==> config.mk <==
export PLATFORM = sky130hd
export DESIGN_NAME = fp_mult_arbiter
export DESIGN_NICKNAME = d
export VERILOG_FILES = /design/src/rtl/fp_arith_pkg.sv /design/src/rtl/rr_arbiter.sv /design/src/rtl/fp_mult_arbiter.sv
export SDC_FILE = /design/constraint.sdc
export NUM_CORES = 1
export LEC_CHECK = 0
export CAP_MARGIN = 20
export CORE_AREA = 2 2 156 158
export DETAILED_ROUTE_END_ITERATION = 7
export DIE_AREA = 0 0 158 160
export GPL_TIMING_DRIVEN = 0
export MAX_ROUTING_LAYER = met4
export SETUP_SLACK_MARGIN = 0.05
export SLEW_MARGIN = 20
export SYNTH_ARGS = -nofsm -noshare
export SYNTH_HDL_FRONTEND = slang
export SYNTH_SLANG_ARGS = --single-unit
export TNS_END_PERCENT = 100
==> constraint.sdc <==
create_clock -name clk -period 7.65 [get_ports clk]
set_input_delay 1.53 -clock clk [delete_from_list [all_inputs] [get_ports clk]]
set_output_delay 1.53 -clock clk [all_outputs]
set_load 0.03 [all_outputs]
==> src/rtl/fp_arith_pkg.sv <==
// Shared FP32 constants, arbiter FSM encoding and a saturating counter helper.
package fp_arith_pkg;

    typedef enum logic [2:0] {
        IDLE  = 3'd0,
        ARB   = 3'd1,
        ISSUE = 3'd2,
        WAIT  = 3'd3,
        RESP  = 3'd4
    } arb_state_t;

    localparam logic [31:0] FP32_QNAN    = 32'h7FC0_0000;
    localparam logic [31:0] FP32_POS_INF = 32'h7F80_0000;
    localparam logic [31:0] FP32_ONE     = 32'h3F80_0000;

    function automatic logic [15:0] sat_inc16(input logic [15:0] v);
        return (v == 16'hFFFF) ? v : v + 16'd1;
    endfunction

endpackage

==> src/rtl/rr_arbiter.sv <==
// Combinational round-robin pick: first asserted request at or after the pointer, wrapping.
module rr_arbiter #(
    parameter int NUM_REQ = 4
) (
    input  logic [NUM_REQ-1:0]         req,
    input  logic [$clog2(NUM_REQ)-1:0] pointer,
    output logic [NUM_REQ-1:0]         grant,
    output logic                       grant_valid
);
    localparam int PW = $clog2(NUM_REQ);

    logic [PW:0] idx;

    always_comb begin
        grant       = '0;
        grant_valid = 1'b0;
        idx         = '0;
        for (int off = 0; off < NUM_REQ; off++) begin
            idx = {1'b0, pointer} + (PW+1)'(off);
            if (idx >= (PW+1)'(NUM_REQ)) begin
                idx = idx - (PW+1)'(NUM_REQ);
            end
            if (!grant_valid && req[idx[PW-1:0]]) begin
                grant[idx[PW-1:0]] = 1'b1;
                grant_valid        = 1'b1;
            end
        end
    end

endmodule

==> src/rtl/fp_mult_arbiter.sv <==
// Shares one FP32 multiplier among NUM_REQ requesters: round-robin, one op in flight, watchdog timeout.
// Optional completion counters (stat_ops/stat_nan/stat_tmo) when FP_MULT_ARB_STATS_EN is defined.
module fp_mult_arbiter
    import fp_arith_pkg::*;
#(
    parameter int NUM_REQ        = 4,
    parameter int TIMEOUT_CYCLES = 64
) (
    input  logic                    clk,
    input  logic                    reset,
    input  logic [NUM_REQ-1:0]      req_valid,
    input  logic [NUM_REQ*32-1:0]   req_a,
    input  logic [NUM_REQ*32-1:0]   req_b,
    output logic [NUM_REQ-1:0]      req_ready,
    output logic [NUM_REQ-1:0]      resp_valid,
    output logic [31:0]             resp_result,
    output logic                    resp_nan,
    output logic                    resp_err,
    output logic                    mul_en,
    output logic [31:0]             mul_a,
    output logic [31:0]             mul_b,
    input  logic [31:0]             mul_result,
    input  logic                    mul_ready,
`ifdef FP_MULT_ARB_STATS_EN
    output logic [NUM_REQ*16-1:0]   stat_ops,
    output logic [15:0]             stat_nan,
    output logic [15:0]             stat_tmo,
`endif
    input  logic                    mul_nan
);
    localparam int PW = $clog2(NUM_REQ);
    localparam int WW = $clog2(TIMEOUT_CYCLES);

    arb_state_t         state_q, state_d;
    logic [PW-1:0]      ptr_q;
    logic [PW-1:0]      gidx_d, gidx_q;
    logic [NUM_REQ-1:0] gnt, grant_q;
    logic               gnt_vld;
    logic [WW-1:0]      wd_q;
    logic               wd_expire;
    logic [31:0]        res_q;
    logic               nan_q, err_q;

    rr_arbiter #(.NUM_REQ(NUM_REQ)) u_rr (
        .req         (req_valid),
        .pointer     (ptr_q),
        .grant       (gnt),
        .grant_valid (gnt_vld)
    );

    always_comb begin
        gidx_d = '0;
        for (int i = 0; i < NUM_REQ; i++) begin
            if (gnt[i]) gidx_d = PW'(i);
        end
    end

    // Counter advances after the check, so the error response lands TIMEOUT_CYCLES after ISSUE.
    assign wd_expire = (wd_q == WW'(TIMEOUT_CYCLES - 2));

    always_comb begin
        state_d = state_q;
        case (state_q)
            IDLE:    if (|req_valid) state_d = ARB;
            ARB:     state_d = gnt_vld ? ISSUE : IDLE;
            ISSUE:   state_d = WAIT;
            WAIT:    if (mul_ready || wd_expire) state_d = RESP;
            RESP:    state_d = IDLE;
            default: state_d = IDLE;
        endcase
    end

    always_comb begin
        req_ready  = '0;
        resp_valid = '0;
        mul_en     = 1'b0;
        if (state_q == ARB && gnt_vld) req_ready  = gnt;
        if (state_q == RESP)           resp_valid = grant_q;
        if (state_q == ISSUE)          mul_en     = 1'b1;
    end

    assign resp_result = res_q;
    assign resp_nan    = nan_q;
    assign resp_err    = err_q;

    always_ff @(posedge clk) begin
        if (reset) begin
            state_q <= IDLE;
            ptr_q   <= '0;
            gidx_q  <= '0;
            grant_q <= '0;
            mul_a   <= '0;
            mul_b   <= '0;
            wd_q    <= '0;
            res_q   <= '0;
            nan_q   <= 1'b0;
            err_q   <= 1'b0;
        end else begin
            state_q <= state_d;
            case (state_q)
                ARB: if (gnt_vld) begin
                    grant_q <= gnt;
                    gidx_q  <= gidx_d;
                    mul_a   <= req_a[32*int'(gidx_d) +: 32];
                    mul_b   <= req_b[32*int'(gidx_d) +: 32];
                    ptr_q   <= (gidx_d == PW'(NUM_REQ - 1)) ? '0 : gidx_d + 1'b1;
                end
                ISSUE: wd_q <= '0;
                WAIT: begin
                    if (mul_ready) begin
                        res_q <= mul_result;
                        nan_q <= mul_nan;
                        err_q <= 1'b0;
                    end else if (wd_expire) begin
                        res_q <= FP32_QNAN;
                        nan_q <= 1'b0;
                        err_q <= 1'b1;
                    end else begin
                        wd_q <= wd_q + 1'b1;
                    end
                end
                default: ;
            endcase
        end
    end

`ifdef FP_MULT_ARB_STATS_EN
    logic [15:0] ops_cnt [NUM_REQ];
    logic [15:0] nan_cnt, tmo_cnt;

    always_ff @(posedge clk) begin
        if (reset) begin
            for (int i = 0; i < NUM_REQ; i++) ops_cnt[i] <= '0;
            nan_cnt <= '0;
            tmo_cnt <= '0;
        end else if (state_q == RESP) begin
            ops_cnt[gidx_q] <= sat_inc16(ops_cnt[gidx_q]);
            if (nan_q) nan_cnt <= sat_inc16(nan_cnt);
            if (err_q) tmo_cnt <= sat_inc16(tmo_cnt);
        end
    end

    always_comb begin
        stat_ops = '0;
        for (int i = 0; i < NUM_REQ; i++) stat_ops[16*i +: 16] = ops_cnt[i];
    end

    assign stat_nan = nan_cnt;
    assign stat_tmo = tmo_cnt;
`endif

endmodule

======== Word level (Yosys, flattened, before mapping) ========
Cells that the tools add are included.
word-level totals
  input port bits ......................... 296
  flip-flop bits (word level) ............. 113
  word-level logic and storage cells ...... 113
cells by class
  order comparisons ....................... 12
  shift-type cells ........................ 2
  eq/ne operators ......................... 10
  reductions and logical operators ........ 20
  multiplexer cells ....................... 48
  bitwise logic cells ..................... 3
  $add $sub $neg .......................... 9
operators by type and width
  kind                   count
  $shiftx A128 B8 Y32    2
  $mux W32               2
  $mux W4                6
  $mux W1                18
  $mux W2                8
  $lt A2 B3 Y1 const B   4
  $mux W6                2
  $or A4 B4 Y4           3
  $pmux W3 S4            1
  $pmux W6 S2            1
  $ge A3 B3 Y1 const B   3
  $bmux W1 S2            4
  $demux W1 S2           4
  $ge A2 B1 Y1 const B   4
  $logic_and A1 B1 Y1    8
  $ne A2 B2 Y1 const B   4
  $sub A2 B1 Y2 const B  4
  $add A2 B2 Y3 const B  2
  $add A6 B1 Y6 const B  1
  $eq A3 B2 Y1 const B   2
  $eq A6 B6 Y1 const B   1
  $mux W3                2
  $reduce_and A2 Y1      3
  $reduce_bool A2 Y1     2
  11 further kinds       13

======== Depth between registers and ports, before layout ========
Gate-level depths: netlist of the first run.
  depth in word-level cells ............... 19
  gate-level depth with buffers ........... 10

======== By module ========
From an unflattened synthesis of the first run, not the netlist that was laid out.
unflattened totals
  cell total of the unflattened synthesis .. 757
  area total of the unflattened synthesis .. 6546.3 sq um
modules (own cells, without submodules)
  module           seq. area each (sq um)  instances  cells an instance  area an instance (sq um)
  fp_mult_arbiter  2262.2                  1          695                6038.3
  rr_arbiter       0.0                     1          62                 508.0

======== Worst setup path after synthesis of the first run ========
No wires, ideal clock.
  path type ............................... input port to output port
  from .................................... input req_valid[0]
  to ...................................... output req_ready[1]
  path buffers ............................ 2
  path slack .............................. 2.821 ns
  cell stages on the path ................. 7
  arrival time ............................ 3.299 ns
  path through ............................ or3b_1 a2111o_1 a21boi_1 buf_2 buf_2 nor3b_1 nor2_1
between the ends
  word-level cells in the longest chain between the ends .. 14
  elaborated cells between the ends (all ways) .. 27
ends and longest elaborated chain
  element                        line                   source
  start: declaration             fp_mult_arbiter.sv:11  input logic [NUM_REQ-1:0] req_valid,
  $bmux W1 S2                    rr_arbiter.sv:23       if (!grant_valid && req[idx[PW-1:0]]) begin
  $mux W1 (not written as such)  rr_arbiter.sv:23
  $mux W1                        rr_arbiter.sv:23
  $logic_not A1 Y1               rr_arbiter.sv:23
  $logic_and A1 B1 Y1            rr_arbiter.sv:23
  $mux W1                        rr_arbiter.sv:23
  $logic_not A1 Y1               rr_arbiter.sv:23
  $logic_and A1 B1 Y1            rr_arbiter.sv:23
  $mux W1                        rr_arbiter.sv:23
  $logic_not A1 Y1               rr_arbiter.sv:23
  $logic_and A1 B1 Y1            rr_arbiter.sv:23
  $mux W1                        rr_arbiter.sv:23
  $logic_and A1 B1 Y1            fp_mult_arbiter.sv:77  if (state_q == ARB && gnt_vld) req_ready = gnt;
  $mux W4 *                      fp_mult_arbiter.sv:77
  end: declaration               fp_mult_arbiter.sv:14  output logic [NUM_REQ-1:0] req_ready,
Mark *: on every way between the ends. The rest lies on a longest branch, timed or not. The select of a mux whose other input is x is not followed.

======== Worst setup path in the final report of the first run ========
  from .................................... input req_valid[2]
  to ...................................... output req_ready[1]
Same word-level chain as after synthesis.

==> flow_summary_export.csv, run 1 <==
group,metric,value,unit
cells_and_area,layout_common_cells,"clkdlybuf4s50_1, dfxtp_1, nor3_1",
route,ant_nets,0,
timing,hold_viol_final,0,
cells_and_area,syn2layout_area_growth,76.57,%
critical_path,max_stage_delay,0.70,ns
clock_tree,clock-root-buffer,"clkbuf_16",
clock_tree,post_cts.repair.setup_buffers,0,
cells_and_area,design_area,11680,um^2
grt,grt_max_degree,17,
route,vias,8713,
critical_path,critical_path_arrival,4.75,ns
timing,min_period_over_period,0.8208,
placement,place_hpwl,26260,um
grt,grt_antenna_before_repair,10,
placement,dpl-instance-area,11050,um^2
route,wirelength,34910,um
timing,setup_viol,0,
synth,synth_flop_cell,"dfxtp_1",
clock_tree,clk_pin_slew,0.06,ns
clock_tree,cts_hold_buf,0,
job,cap_violations,0,
grt,grtUsageTotal,0.2749,
synth,ys_async_sr_fraction,0,
timing,slew_headroom,0.4946,
die,rows,57,
grt,gr-total-overflow,0,
critical_path,start_kind,"primary input",
placement,io_buffers,402,
timing,tightest_slew,0.7581,ns
route,viasPerCell,5.398,
critical_path,critPathRequiredTime,6.12,ns
critical_path,crit_chain,"clkdlybuf4s50_1 -> or3b_1 -> a2111o_1 -> a21boi_1 -> buf_2 -> buf_2 -> nor3b_1 -> nor2_1 -> clkdlybuf4s50_1",
synth,synth_cell_type_count,41,
critical_path,critPathLaunch,"req_valid[2]",
clock_tree,cts.sinks,113,
clock_tree,ctsResizeCount,0,
power,pwr-share-clk,0.272,
route,drtIter0Drc,717,
route,drc,0,
die,dieArea,25280,um^2
route,wl_per_cell,21.63,um
die,core_area,23820,um^2
route,dr.pass1.iters,5,
power,p_int,1.852,mW
timing,finalMaxSlewViolations,0,
timing,fin_crit,6.279,ns
critical_path,crit_type,"primary input to output pin",
clock_tree,h-tree-depth,4,
power,power_density,268.0,nW/um^2
hold_path,worstHoldPathType,"flip-flop to flip-flop",
synth,netlist_area,6616,um^2
placement,place_congestion,0.9556,
power,power.leakage,4.136,nW
synth,syn_avg_cell_area,7.821,um^2
cells_and_area,mostFrequentLayoutCell,"clkdlybuf4s50_1",
critical_path,slowest_stage,"clkdlybuf4s50_1",
grt,grt_pass1_wl,51330,um
cells_and_area,nFillCells,2366,
power,switching_power,1.279,mW
timing,rsz0062_at_grt,"false",
die,die_width,158,um
critical_path,cp-end-kind,"output pin",
hold_path,hp-start,"grant_q[3]",
status,status,"completed",
timing,fmax,0.1593,GHz
die,initial_core_util,0.2778,
clock_tree,max-clock-path-buffers,2,
cells_and_area,nets,1571,
synth,synth_cells,846,
synth,synth_seq_cells,113,
die,io_pins,403,
clock_tree,cts_tree,"yes",
clock_tree,numCtsBuffers,17,
timing,fin_setup_tns,0,ns
synth,synthesis.nets,1150,
clock_tree,clkLatencyLatePin,0.43,ns
power,ir_drop,124.1,uV
synth,synth_edf_count,0,
timing,fin_skew,0.01325,ns
power,combPwrFrac,0.477,
die,fp.dieH,160,um
power,p_seq_frac,0.252,
grt,grt_pass1_vias,8574,
critical_path,crit_fanout,10,
cells_and_area,drive_above_1_share,0.05469,
synth,yosysSeqAreaShare,0.3419,
critical_path,r2r_start,"ptr_q[0]",
power,sw_frac_of_total,0.4085,
synth,ys_warn_count,0,
## power by group through the flow
stage,clock [mW],sequential [mW],combinational [mW]
floorplan,0,0.991,0.666
global placement,0,0.796,1.48
detailed placement,0,0.798,1.48
CTS,0.866,0.786,1.49
global route,0.894,0.803,1.60
finish,0.851,0.788,1.49
## through the flow
step,util,std cells,hold WS (ns),setup slack [ns],total power [mW]
6_report,0.4904,1614,0.4592,1.371,3.131
5_1_grt,0.4904,1614,0.4966,1.226,3.293
4_1_cts,0.4894,1604,0.4647,1.393,3.144
3_5_place_dp,0.4637,1572,0.4550,1.393,2.282
3_3_place_gp,0.4637,1572,0.4386,1.424,2.277
2_1_floorplan,-,846,0.4317,2.821,1.657
## sequential cells by signal, indices dropped and copies added (netlist names)
name / count
mul_a: 32
mul_b: 32
resp_result: 32
wd_q: 6
grant_q: 4
state_q: 3
ptr_q: 2
resp_err: 1
resp_nan: 1
## synth_stat cells, types with 3 or more instances
cell / count / area share
buf_1: 8 / 0.0045
buf_2: 30 / 0.023
dfxtp_1: 113 / 0.34
a21oi_1: 9 / 0.0068
nor2_1: 62 / 0.035
nand4_1: 3 / 0.0028
a22oi_1: 24 / 0.027
a211oi_1: 68 / 0.077
a31oi_1: 65 / 0.061
o22ai_1: 64 / 0.061
inv_1: 4 / 0.0023
xor2_1: 4 / 0.0053
clkbuf_1: 58 / 0.033
nor3b_1: 3 / 0.0034
ha_1: 8 / 0.015
nand2_1: 77 / 0.044
nor3_1: 78 / 0.059
nand3b_1: 6 / 0.0068
o32ai_1: 64 / 0.085
mux4_2: 3 / 0.010
and2_1: 68 / 0.064
## logic make-up (layout without fill, tap and decap cells)
kind of cell | Yosys count | count (layout) | synth area share
and+or+nand+nor | 313 | 313 | 0.2317
AOI/OAI and AO/OA | 304 | 304 | 0.3317
DFF | 113 | 113 | 0.3419
other | 0 | 10 | 0
xor gates and xnor gates | 4 | 4 | 0.005294
muxes | 3 | 3 | 0.01021
buffers and inverters | 101 | 535 | 0.06411
adders and majority gates | 8 | 8 | 0.01513
## per-layer routing
layer / up-vias / wire length (um) / share of wire / track usage
li1: 4126 / - / - / -
met1: 4123 / 14610 / 0.42 / 0.3372
met2: 409 / 16210 / 0.46 / 0.4263
met3: 55 / 2942 / 0.084 / 0.07191
met4: 0 / 1145 / 0.033 / 0.1155
met5: - / 0 / 0 / -
## cell type report
| type | instances | area, um^2 | share of cell area |
|---|---|---|---|
| clock inverter | 15 | 186.4 | 0.01596 |
| multi-input combinational | 632 | 3930 | 0.3364 |
| inverter | 4 | 15.01 | 0.001285 |
| buffer | 97 | 409.1 | 0.03502 |
| antenna | 10 | 25.02 | 0.002142 |
| tap | 324 | 405.4 | 0.03470 |
| clock buffer | 17 | 425.4 | 0.03641 |
| sequential | 113 | 2262 | 0.1936 |
| timing repair buffer | 402 | 4024 | 0.3444 |
## worst paths after layout
kind                            depth (start not counted)            to  slack (ns)
worst max-delay path                                    9  req_ready[1]        1.37
worst min-delay path                                    2    grant_q[3]        0.46
worst max register to register                         10     mul_b[18]        4.02
worst min register to register                          2    grant_q[3]        0.46
## worst max-delay path: cells and delay by family
family / cells / cell delay [ns]
simple gates: 3 / 0.58
buf+inv: 4 / 1.96
compound gates: 2 / 0.67
(Power assumes the default switching activity.)
==> inputs of run 2 (changes only) <==
- clock period: 7.65 -> 6.3 ns (I/O delays scaled with it)
==> results of run 2 <==
The final DEF is identical to that of run 1. Status: completed.
Main changes from that run: setup slack after placement 1.393 ns -> 0.5833 ns; setup slack after layout 1.371 ns -> 0.5605 ns; register-to-register setup slack 4.02 ns -> 2.67 ns; total power 3.131 mW -> 3.801 mW; worst IR drop on VDD 124.1 uV -> 150.7 uV
